===== config.mk =====
export PLATFORM = sky130hd
export DESIGN_NAME = run_ctrl
export DESIGN_NICKNAME = d
export VERILOG_FILES = /design/src/rtl/run_ctrl.sv
export SDC_FILE = /design/constraint.sdc
export NUM_CORES = 1
export LEC_CHECK = 0
export CELL_PAD_IN_SITES_DETAIL_PLACEMENT = 1
export CELL_PAD_IN_SITES_GLOBAL_PLACEMENT = 1
export CORE_MARGIN = 4
export CORE_UTILIZATION = 38
export DETAILED_ROUTE_END_ITERATION = 10
export PLACE_DENSITY = 0.87
export SKIP_CTS_REPAIR_TIMING = 1
export SLEW_MARGIN = 10
export SYNTH_ARGS = -nofsm -noshare
export SYNTH_HDL_FRONTEND = slang
export SYNTH_SLANG_ARGS = --single-unit
export TNS_END_PERCENT = 5

===== constraint.sdc =====
create_clock -name clk -period 2.6 [get_ports clk]
set_clock_uncertainty 0.15 [all_clocks]
set_input_delay 0.52 -clock clk [delete_from_list [all_inputs] [get_ports clk]]
set_output_delay 0.52 -clock clk [all_outputs]
set_load 0.01 [all_outputs]

===== src/rtl/run_ctrl.sv =====
// Run controller for a small pipelined core: launches a run on a start edge,
// drains the back end after a decoded halt and keeps cycle/retire counters.
module run_ctrl #(
    parameter int DRAIN_CYCLES = 3,
    parameter int CNT_W        = 32
) (
    input  logic             clk,
    input  logic             rst,
    input  logic             start,
    input  logic             halt_id,
    input  logic             wb_valid,
    output logic             pc_clr,
    output logic             fetch_en,
    output logic             pipe_en,
    output logic             busy,
    output logic             done,
    output logic [CNT_W-1:0] cycle_cnt,
    output logic [CNT_W-1:0] retire_cnt
);

    typedef enum logic [2:0] {
        S_IDLE,
        S_LAUNCH,
        S_RUN,
        S_DRAIN,
        S_DONE
    } state_e;

    localparam logic [3:0] DRAIN_LOAD = 4'(DRAIN_CYCLES - 1);

    state_e           state_q, state_d;
    logic [3:0]       drain_q, drain_d;
    logic             start_q;
    logic [CNT_W-1:0] cycle_q, retire_q;
    logic             pc_clr_q, fetch_q, pipe_q, busy_q, done_q;
    logic             launch;
    logic             counting;

    function automatic logic [CNT_W-1:0] sat_inc(input logic [CNT_W-1:0] v);
        return (v == '1) ? v : v + CNT_W'(1);
    endfunction

    assign launch   = start & ~start_q;
    assign counting = (state_q == S_RUN) || (state_q == S_DRAIN);

    always_comb begin
        state_d = state_q;
        drain_d = drain_q;
        case (state_q)
            S_IDLE, S_DONE: begin
                if (launch) state_d = S_LAUNCH;
            end
            S_LAUNCH: state_d = S_RUN;
            S_RUN: begin
                if (halt_id) begin
                    state_d = S_DRAIN;
                    drain_d = DRAIN_LOAD;
                end
            end
            S_DRAIN: begin
                if (drain_q == 4'd0) state_d = S_DONE;
                else                 drain_d = drain_q - 4'd1;
            end
            default: state_d = S_IDLE;
        endcase
    end

    // Outputs are registered from the next state, so they always match the
    // state being entered and never see an input combinationally.
    always_ff @(posedge clk) begin
        if (rst) begin
            state_q  <= S_IDLE;
            drain_q  <= 4'd0;
            start_q  <= 1'b0;
            cycle_q  <= '0;
            retire_q <= '0;
            pc_clr_q <= 1'b0;
            fetch_q  <= 1'b0;
            pipe_q   <= 1'b0;
            busy_q   <= 1'b0;
            done_q   <= 1'b0;
        end else begin
            state_q  <= state_d;
            drain_q  <= drain_d;
            start_q  <= start;
            pc_clr_q <= (state_d == S_LAUNCH);
            fetch_q  <= (state_d == S_RUN);
            pipe_q   <= (state_d == S_RUN) || (state_d == S_DRAIN);
            busy_q   <= (state_d == S_LAUNCH) || (state_d == S_RUN) || (state_d == S_DRAIN);
            done_q   <= (state_d == S_DONE);
            // Clearing on entry makes the counters read zero during LAUNCH.
            if (state_d == S_LAUNCH) begin
                cycle_q  <= '0;
                retire_q <= '0;
            end else if (counting) begin
                cycle_q <= sat_inc(cycle_q);
                if (wb_valid) retire_q <= sat_inc(retire_q);
            end
        end
    end

    assign pc_clr     = pc_clr_q;
    assign fetch_en   = fetch_q;
    assign pipe_en    = pipe_q;
    assign busy       = busy_q;
    assign done       = done_q;
    assign cycle_cnt  = cycle_q;
    assign retire_cnt = retire_q;

endmodule


# Yosys cells after proc, flatten, opt, wreduce, memory -nomap -nowiden

Index checks and enable logic that the tools add are counted.
W data, S select, Z words.

Flip-flop bits (word level): 77
Input port bits: 5
Output and inout port bits: 69
Logic and storage cells: 48

Add/sub/neg operators: 3
Equality and inequality tests: 12
Multiplexer cells: 7
Bitwise operators: 4
Reduce and logical (&&, ||, !) cells: 12

Operator list:

| cell                    | number |
|---|---|
| $add A32 B1 Y32 const B | 2 |
| $eq A32 B32 Y1 const B  | 2 |
| $eq A3 B2 Y1 const B    | 4 |
| $pmux W3 S4             | 1 |
| $mux W3                 | 3 |
| $mux W4                 | 2 |
| $pmux W4 S2             | 1 |
| $eq A3 B1 Y1 const B    | 2 |
| $eq A3 B3 Y1 const B    | 2 |
| $reduce_and A3 Y1       | 2 |
| $logic_not A4 Y1        | 1 |
| $logic_or A1 B1 Y1      | 4 |
| $ne A2 B2 Y1 const B    | 2 |
| $reduce_or A2 Y1        | 2 |
| $sub A4 B1 Y4 const B   | 1 |
| $logic_not A3 Y1        | 1 |
| $not A1 Y1              | 3 |
| $reduce_and A2 Y1       | 1 |
| $reduce_bool A2 Y1      | 1 |
| $and A1 B1 Y1           | 1 |

# Depth between registers and ports, before layout

Depth in word-level cells: 7
Gate-level depth with buffers: 8
Mapped depth without buffers: 7

# Worst setup path after synthesis

No wires, ideal clock.

Path kind: flip-flop to flip-flop
Start point: register cycle_q[0], in the netlist cycle_cnt[0]
End point: register cycle_q[26], in the netlist cycle_cnt[26]
Library setup time: 0.059 ns
Arrival: 2.078 ns
Required time: 2.391 ns
Setup slack: 0.313 ns
Stages on the path, launching flop included: 7
Path buffers: 0
Period minus slack after synthesis: 2.287 ns
Cell sequence: dfxtp_1 ha_1 and4_1 nand3_1 or4_4 or4_1 nand2_1

Word-level cells in the longest chain between the ends: 3
Elaborated cells on any way between the ends: 4
Those cells by class: add/sub: 1; eq/ne: 1; bitwise: 1; reduce/logical: 1

Ends and longest elaborated chain:

| item                                                                    | line | RTL |
|---|---|---|
| start, declared                                                         | 34   | `logic [CNT_W-1:0] cycle_q, retire_q;` |
| start signal, assigned                                                  | 96   | `cycle_q <= sat_inc(cycle_q);` |
| parallel branches: the longest is 3 deep, another holds $add A32 B1 Y32 | -    |  |

Several ways; the timed one is not identified.
A chain may end at the register's enable or synchronous reset.

# Worst setup path after layout

Start point: register retire_q[10], in the netlist retire_cnt[10]
End point: register retire_q[26], in the netlist retire_cnt[26]

Word-level cells in the longest chain between the ends: 3
Elaborated cells on any way between the ends: 4
Those cells by class: add/sub: 1; eq/ne: 1; bitwise: 1; reduce/logical: 1

Ends and longest elaborated chain:

| item                                                                    | line | RTL |
|---|---|---|
| start, declared                                                         | 34   |  |
| start signal, assigned                                                  | 97   | `if (wb_valid) retire_q <= sat_inc(retire_q);` |
| parallel branches: the longest is 3 deep, another holds $add A32 B1 Y32 | -    |  |

Several ways; the timed one is not identified.

==> results.json <==
{
  "fmax_mhz": 405,
  "cp.arrival_ns": 2.60,
  "hold_slack_ns": 0.355,
  "wl_per_cell_um": 17.4,
  "crit_path_end_kind": "flop",
  "coreArea_um2": 9680,
  "grt_pass1_wl_mm": 20.4,
  "slowest_delay_ns": 0.57,
  "place_ws_ns": -0.149,
  "setup_slack_ns": 0.130,
  "postSynthAreaPerCell_um2": 8.36,
  "clockBufferDepth": 2,
  "syn_nets": 459,
  "postSynthCellCount": 450,
  "setup_viol": 0,
  "grt_pass1_vias": 4172,
  "yosys.area_share.simple_pct": 32.0,
  "grt_max_degree": 19,
  "ys_seq_area_share_pct": 41.0,
  "crit_path_top_delay_cell": "or4_4",
  "synth_top_family_by_area": "simple AND/OR/NAND/NOR gates",
  "synth.most_common_cell": "dfxtp_1",
  "cts_tree": "done",
  "maxSlewHeadroom_pct": 55.0,
  "reg2reg_slack_ns": 0.13,
  "hpwl_mm": 9.07,
  "synth_area_leaders": "dfxtp_1, a21oi_1, nor2_1",
  "dieArea_um2": 11500,
  "drive_gt1_share_pct": 12.7,
  "track_usage_pct": 21.9,
  "power.density_nw_per_um2": 451,
  "postLayoutCellArea_um2": 5070,
  "initial_core_util_pct": 38.8,
  "synth_xor_xnor_area_share_pct": 4.89,
  "ys.flop_type": "dfxtp_1",
  "finalMaxSlewViolations": 0,
  "worst-path-max-fanout": 6,
  "power.leakage_nw": 1.71,
  "fillers": 1160,
  "path_clk_slew_ns": 0.08,
  "grt-ovfl-total": 0,
  "pin_count": 74,
  "path_common_cell": "or3_1",
  "cap_violations": 0,
  "cp_cell_sequence": "nand4_1 > or3_1 > or4_4 > or3_1 > a21oi_1",
  "syn_area_um2": 3760,
  "clock_sinks": 77,
  "timing.final.hold_violations": 0,
  "dieHeight_um": 107,
  "yosysWarningCount": 0,
  "syn_to_final_growth_pct": 34.8,
  "fin_crit_ns": 2.47,
  "rows": 36,
  "async_reset_ff_share_pct": 0,
  "required_ns": 2.73,
  "worstMarginPinSlew_ns": 0.665,
  "synth_edf_count": 0,
  "synth_cell_types": 46,
  "grt_setup_unrepaired": "true",
  "status": "finished clean",
  "synth_common_cells": "dfxtp_1, nor2_1, a21oi_1",
  "netlist.top_cell.by_area": "dfxtp_1",
  "port_buffers": 73,
  "drtPass1Iterations": 4,
  "dpl_cell_area_um2": 4870,
  "clock_latency_ns": 0.34,
  "antenna_left": 0,
  "min_path_type": "flop to flop",
  "antenna_found_initial": 0,
  "fp.dieW_um": 107,
  "r2r_cells": 5,
  "synthMuxAreaShare_pct": 1.60,
  "vias": 3947,
  "finalNetCount": 561,
  "root_buffer": "clkbuf_8",
  "route.detailed.drc": 0,
  "diodes": 0,
  "synth_compound_area_share_pct": 16.3,
  "cts_made_buffers": 9,
  "first_iter_violations": 175,
  "wirelength_mm": 12.0,
  "vias_per_cell": 5.72,
  "timing.final.crit_share_pct": 95.0,
  "synth_fa_ha_area_share_pct": 1.33,
  "path_class": "flop to flop",
  "min_path_cells": 2,
  "yosys_register_bits": 77,
  "gp_congestion": 0.880,
  "vdd_drop_max_uv": 178,
  "synth.top_cell.area_share_pct": 41.0,
  "cts.htree.levels": 3,
  "crit_path_start_kind": "flop"
}
cell usage in the layout, fill, tap and decap left out, types with 2 or more instances in the layout:
master           instances
a211o_1                  3
a211oi_1                 3
a21oi_1                 42
a311oi_1                 2
a31o_2                   6
a31oi_1                  9
a41o_1                   2
and3_1                   9
and4_1                   8
buf_4                   36
clkbuf_8                10
clkdlybuf4s50_1         73
clkinv_2                 4
dfxtp_1                 77
ha_1                     4
inv_1                    8
mux2i_1                  6
nand2_1                 39
nand2b_1                 2
nand3_1                 23
nand3b_1                 2
nand4_1                 19
nor2_1                  44
nor2b_1                  2
nor3_1                   4
nor4_1                   8
nor4_2                   2
nor4bb_1                 2
o211ai_1                 2
o21ai_0                 21
o31ai_1                  9
or3_1                   25
or4_1                   11
or4_4                    3
xnor2_1                 18
xor2_1                   3
critical path, delay by kind of cell (launching register included):
| family | cells | cell delay (ns) |
|---|---|---|
| flip-flops | 1 | 0.43 |
| AO/OA/AOI/OAI | 1 | 0.15 |
| AND/OR/NAND/NOR | 4 | 1.68 |
registers in the layout, summed over array words and instances, names as in the netlist:
signal	count
pc_clr	1
fetch_en	1
drain_q	4
done	1
state_q	3
retire_cnt	32
start_q	1
busy	1
cycle_cnt	32
pipe_en	1
cell families (layout without fill, tap and decap cells):
kind of cell | count (synthesis) | count (layout)
buf+inv | 27 | 134
flops | 77 | 77
compound gates | 101 | 101
fa+ha+maj | 4 | 4
simple gates | 214 | 214
xor+xnor | 21 | 21
mux | 6 | 6
routing by layer:
metal / GRT usage (%) / up-vias / routed length [um]
li1: - / 1886 / -
met1: 26.8 / 1961 / 5260
met2: 38.6 / 86 / 6100
met3: 4.50 / 14 / 483
met4: 6.67 / 0 / 156
met5: 0 / - / 0
area by class of cell:
cell class | count | area, um^2 | area share (%)
multi-input combinational | 346 | 2120 | 41.8
sequential | 77 | 1540 | 30.4
timing repair buffer | 110 | 1020 | 20.1
tap | 133 | 166 | 3.28
clock buffer | 11 | 141 | 2.79
clock inverter | 5 | 50.0 | 0.987
inverter | 8 | 30.0 | 0.592
worst paths after layout:
check / from / end
worst max-delay path: retire_cnt[10]$_SDFFE_PP0P_ / retire_cnt[26]$_SDFFE_PP0P_
worst min-delay path: retire_cnt[19]$_SDFFE_PP0P_ / retire_cnt[19]$_SDFFE_PP0P_
worst max register to register: retire_cnt[10]$_SDFFE_PP0P_ / retire_cnt[26]$_SDFFE_PP0P_
worst min register to register: retire_cnt[19]$_SDFFE_PP0P_ / retire_cnt[19]$_SDFFE_PP0P_
report_power, final:
group	switching, mW	internal (mW)	total, mW	leakage (nW)
clock network	0.436	0.464	0.900	0.103
logic	0.0983	0.0789	0.177	0.982
registers	0.0151	1.19	1.21	0.622
stage by stage:
stage	TNS (ns)	utilization [%]	instances	power, mW
final	0	52.4	690	2.29
after global placement	-0.214	50.3	674	1.40
after CTS	0	52.3	690	2.31
after global routing	-0.00244	52.4	690	2.39
after floorplan	0	-	450	1.33
after detailed placement	-1.05	50.3	674	1.41
Power figures use the tool's default switching activity.
